[config.mk]
export PLATFORM = sky130hd
export DESIGN_NAME = pc_fetch_sequencer
export DESIGN_NICKNAME = d
export VERILOG_FILES = /design/src/rtl/pc_fetch_sequencer.sv
export SDC_FILE = /design/constraint.sdc
export NUM_CORES = 1
export LEC_CHECK = 0
export ABC_CLOCK_PERIOD_IN_PS = 2300
export CAP_MARGIN = 15
export CORE_MARGIN = 8
export CORE_UTILIZATION = 40
export CTS_CLUSTER_DIAMETER = 30
export DETAILED_ROUTE_END_ITERATION = 8
export PLACE_DENSITY = 0.69
export SLEW_MARGIN = 20
export SYNTH_ARGS = -nofsm -noshare
export SYNTH_HDL_FRONTEND = slang
export SYNTH_SLANG_ARGS = --single-unit
[constraint.sdc]
create_clock -name clk -period 2.3 [get_ports clk]
set_input_delay 0.345 -clock clk [delete_from_list [all_inputs] [get_ports clk]]
set_output_delay 0.345 -clock clk [all_outputs]
set_load 0.05 [all_outputs]
[src/rtl/pc_fetch_sequencer.sv]
// Instruction-fetch sequencer: program counter, IF/ID register, stall/redirect handling.
// Optional feature: define MISALIGN_TRAP_EN to trap misaligned redirect targets to TRAP_VECTOR.
module pc_fetch_sequencer #(
  parameter int              w           = 32,
  parameter logic [w-1:0]    RESET_PC    = '0,
  parameter logic [w-1:0]    TRAP_VECTOR = 32'h0000_0080
) (
  input  logic         clk,
  input  logic         rst,
  input  logic         stall,
  input  logic         pcsrc,
  input  logic [w-1:0] branch_target,
  input  logic         jump,
  input  logic [w-1:0] jump_target,
  input  logic [31:0]  instr_in,
  output logic [w-1:0] pc,
  output logic [w-1:0] pc_plus4,
  output logic [31:0]  if_id_instr,
  output logic [w-1:0] if_id_pc4,
  output logic         if_id_valid,
  output logic         misalign
);

  typedef enum logic [1:0] {
    BOOT = 2'd0,
    RUN  = 2'd1,
    HOLD = 2'd2
  } state_t;

  state_t       state, state_next;
  logic [w-1:0] pending, pending_next;
  logic [w-1:0] pc_next, if_id_pc4_next;
  logic [31:0]  if_id_instr_next;
  logic         if_id_valid_next, misalign_next;

  logic         redirect;
  logic [w-1:0] target;
  logic [w-1:0] run_load, hold_load;
  logic         run_trap, hold_trap;

  assign pc_plus4 = pc + w'(4);
  assign redirect = jump | pcsrc;
  assign target   = jump ? jump_target : branch_target;

  // Address actually loaded into pc when a redirect is applied, now or on HOLD exit.
`ifdef MISALIGN_TRAP_EN
  assign run_trap  = |target[1:0];
  assign hold_trap = |pending[1:0];
  assign run_load  = run_trap  ? TRAP_VECTOR : target;
  assign hold_load = hold_trap ? TRAP_VECTOR : pending;
`else
  localparam logic [w-1:0] ALIGN_MASK = {{(w-2){1'b1}}, 2'b00};
  logic unused_trap_vector;
  assign unused_trap_vector = ^TRAP_VECTOR;
  assign run_trap  = 1'b0;
  assign hold_trap = 1'b0;
  assign run_load  = target  & ALIGN_MASK;
  assign hold_load = pending & ALIGN_MASK;
`endif

  always_comb begin
    // NOTE: every output of this block gets a default first, so no path can infer a latch.
    state_next       = state;
    pc_next          = pc;
    pending_next     = pending;
    if_id_instr_next = if_id_instr;
    if_id_pc4_next   = if_id_pc4;
    if_id_valid_next = if_id_valid;
    misalign_next    = 1'b0;

    unique case (state)
      BOOT: begin
        if_id_valid_next = 1'b0;
        state_next       = RUN;
      end
      RUN: begin
        if (!stall) begin
          if (redirect) begin
            pc_next          = run_load;
            misalign_next    = run_trap;
            if_id_instr_next = '0;
            if_id_pc4_next   = '0;
            if_id_valid_next = 1'b0;
          end else begin
            pc_next          = pc_plus4;
            if_id_instr_next = instr_in;
            if_id_pc4_next   = pc_plus4;
            if_id_valid_next = 1'b1;
          end
        end else if (redirect) begin
          pending_next     = target;
          if_id_valid_next = 1'b0;
          state_next       = HOLD;
        end
      end
      HOLD: begin
        // First redirect already latched; later redirects are deliberately dropped.
        if (!stall) begin
          pc_next          = hold_load;
          misalign_next    = hold_trap;
          if_id_instr_next = '0;
          if_id_pc4_next   = '0;
          if_id_valid_next = 1'b0;
          state_next       = RUN;
        end
      end
      default: state_next = BOOT;
    endcase
  end

  // NOTE: sequential state uses non-blocking assignments so every register samples pre-edge values.
  always_ff @(posedge clk) begin
    if (rst) begin
      state       <= BOOT;
      pc          <= RESET_PC;
      pending     <= '0;
      if_id_instr <= '0;
      if_id_pc4   <= '0;
      if_id_valid <= 1'b0;
      misalign    <= 1'b0;
    end else begin
      state       <= state_next;
      pc          <= pc_next;
      pending     <= pending_next;
      if_id_instr <= if_id_instr_next;
      if_id_pc4   <= if_id_pc4_next;
      if_id_valid <= if_id_valid_next;
      misalign    <= misalign_next;
    end
  end

endmodule

==> flow_summary.yaml <==
yosys:
  synthCells: 720
  synthArstFlopShare_pct: 0
  netlist_top_cells_area: "dfxtp_1, nor2_1, a22oi_1, mux2i_1, a211oi_1"
  ys_warn_count: 0
  yosysTopAreaCellShare_pct: 40.62
  yosysMostFrequentCell: "dfxtp_1"
  syn-cell-area_mm2: 0.006210
  yosysUniqueCellTypes: 66
  syn_avg_cell_area_um2: 8.625
  dominantRegCellSynth: "dfxtp_1"
  yosys.area.top_type: "dfxtp_1"
  ys_seq_area_share_pct: 40.62
  yosys-top-cells-count: "dfxtp_1, nor2_1, a22oi_1"
  synth-seq-cells: 126
  synth_edf_count: 0
critical_path:
  cp_top_family: "simple AND/OR/NAND/NOR gates"
  critPathKind: "register to output pin"
  timing.critical_path.cells: "and4_4 > buf_12 > nand4_4 > or4_4 > xnor2_4 > buf_12"
  cp.required_ns: 1.96
  end_kind: "output pin"
  start_kind: "register"
  slowest_stage: "or4_4"
  crit_fanout: 6
  path_buf_inv: 2
  max_stage_delay_ns: 0.48
  worstPathArrival_ns: 2.16
  r2r_slack_ns: 0.29
  crit_top_cell: "buf_12"
global_routing:
  grt_max_degree: 53
  grtUsageTotal_pct: 24.47
  use_met2_pct: 42.24
  gr-usage-met1_pct: 28.32
  grt_pass1_vias: 7070
  grt-ovfl-total: 0
  antenna_found_initial: 1
  grt_use_met3_pct: 6.921
  grt-busiest-layer: "met2"
  grt_pass1_wl_um: 38700
clock_tree:
  ctsHtreeMaxLevel: 4
  cts_tree: "done"
  cts_root_buffer: "clkbuf_16"
  cts.sinks: 126
  clock_path_buffers: 2
  cts_made_buffers: 17
  clock_latency_ns: 0.42
  postCtsHoldBufs: 0
  clk_pin_slew_ns: 0.06
placed_design:
  place_area_mm2: 0.009366
  dp_slack_ns: 0.03296
  dp_hpwl_um: 18160
  dpl.cell_count: 1131
  port_buffers: 221
  finalWeightedCongestion: 0.8863
pwr:
  p_int_w: 0.004453
  p_seq_share_pct: 36.8
  leakage_nw: 4.292
  power.density_mw_per_mm2: 591.2
  ir_drop_v: 0.0005042
  power.share.clock_pct: 39.9
  swShare_pct: 30.03
  combPwrFrac_pct: 23.3
  switchingPower_w: 0.001912
floorplan:
  die_x_um: 140.6
  rows: 45
  fp.dieH_um: 140.6
  start_util_pct: 40.85
  die_area_mm2: 0.01977
  io_pins: 231
  core_mm2: 0.01520
routing:
  dr.pass1.iters: 5
  wl_per_cell_um: 20.50
  drt.antenna.violating_nets: 0
  drtIter0Drc: 579
  num_vias: 7045
  drcViolationCount: 0
  viasPerCell: 5.770
  totalWireLength_um: 25030
timing:
  fin_crit_ns: 2.500
  slew-limit-headroom_pct: 27.59
  timing.final.crit_share_pct: 108.7
  worst_pin_slew_ns: 1.082
  drv_slew: 0
  finalSetupViolations: 19
  fmax_ghz: 0.4000
  rsz0062_at_grt: "yes"
  fin_ws_ns: -0.2001
  hold_violations: 0
  worst_clock_skew_ns: 0.004821
outcome:
  violations: "setup timing"
  status: "finished with violations"
final_layout:
  multi_input_area_mm2: 0.003842
  drive_above_1_share_pct: 27.23
  register_area_mm2: 0.002591
  nFillCells: 1150
  final_util_pct: 70.81
  areaGrowthSynthToFinish_pct: 73.36
  design_area_mm2: 0.01077
  final_cells: 1221
  num-nets-final: 1121
min_path:
  hold_path_class: "primary input to register"
job:
  cap_violations: 0
==> flip-flops by register name (all words and copies together), names as in the netlist <==
| signal | flops |
|---|---|
| if_id_pc4 | 31 |
| pending | 30 |
| if_id_instr | 32 |
| pc | 30 |
| if_id_valid | 1 |
| state | 2 |
==> cell usage in the layout (no fill, tap or decap), types with 7 or more instances in the layout <==
master	n
dfxtp_1	101
buf_6	19
a22o_1	12
clkbuf_16	19
nand3_1	16
nor2_1	99
nand4_1	10
buf_4	103
dfxtp_4	15
clkdlybuf4s50_1	188
o21ai_0	30
a21oi_1	29
o211ai_1	7
xnor2_2	7
clkinv_2	7
a211oi_1	32
mux2i_1	30
a22oi_1	45
nand2_1	37
a221oi_1	7
buf_12	28
dfxtp_2	10
nor3_1	12
==> layer usage <==
metal,wire length [um],vias up
li1,-,3272
met1,9935,3406
met2,12430,321
met3,2081,46
met4,587,0
met5,0,-
==> area by class of cell <==
type / instances / share of cell area [%]
multi-input combinational: 519 / 35.69
timing repair buffer: 343 / 32.36
sequential: 126 / 24.07
clock buffer: 22 / 4.707
tap: 188 / 2.185
clock inverter: 10 / 0.5463
inverter: 12 / 0.4184
antenna: 1 / 0.02325
==> path summary, 6_finish.rpt <==
check,cells after the start,end,start
hold / removal,2,pending[24],rst
setup reg to reg,5,if_id_pc4[17],state[1]
hold reg to reg,2,if_id_pc4[22],if_id_pc4[22]
setup / recovery,6,pc_plus4[31],pc[7]
==> what timing repair did <==
action                     in CTS  in global routing
gates resized for setup        63                 24
cloned                          0                  0
setup endpoints to repair      22                 23
pin swaps                      31                 29
setup buffers                  36                 21
==> logic make-up after synthesis <==
family / after synthesis / share of synthesized area, %
AOI/OAI and AO/OA: 213 / 24.40
xor gates and xnor gates: 25 / 3.647
adders and majority gates: 1 / 0.2015
buffers and inverters: 79 / 5.682
DFF: 126 / 40.62
muxes: 30 / 4.836
other: 1 / 0.06039
and+or+nand+nor: 245 / 20.55
==> power groups by stage <==
stage | registers (W) | logic, W | clock network (W)
finish | 0.00234 | 0.00149 | 0.00254
global route | 0.00235 | 0.00156 | 0.00269
CTS | 0.00234 | 0.00145 | 0.00257
detailed placement | 0.00240 | 0.00138 | 0
global placement | 0.00239 | 0.00136 | 0
floorplan | 0.00256 | 0.000580 | 0
==> stage by stage <==
| step | hold slack, ns | setup TNS [ns] | power, W |
|---|---|---|---|
| global route | 0.2511 | -3.295 | 0.006597 |
| floorplan | 0.4448 | -0.01837 | 0.003144 |
| global placement | 0.4360 | 0 | 0.003754 |
| CTS | 0.2405 | -2.131 | 0.006365 |
| finish | 0.2495 | -1.904 | 0.006365 |
| detailed placement | 0.4516 | 0 | 0.003775 |
Power figures use the tool's default switching activity.
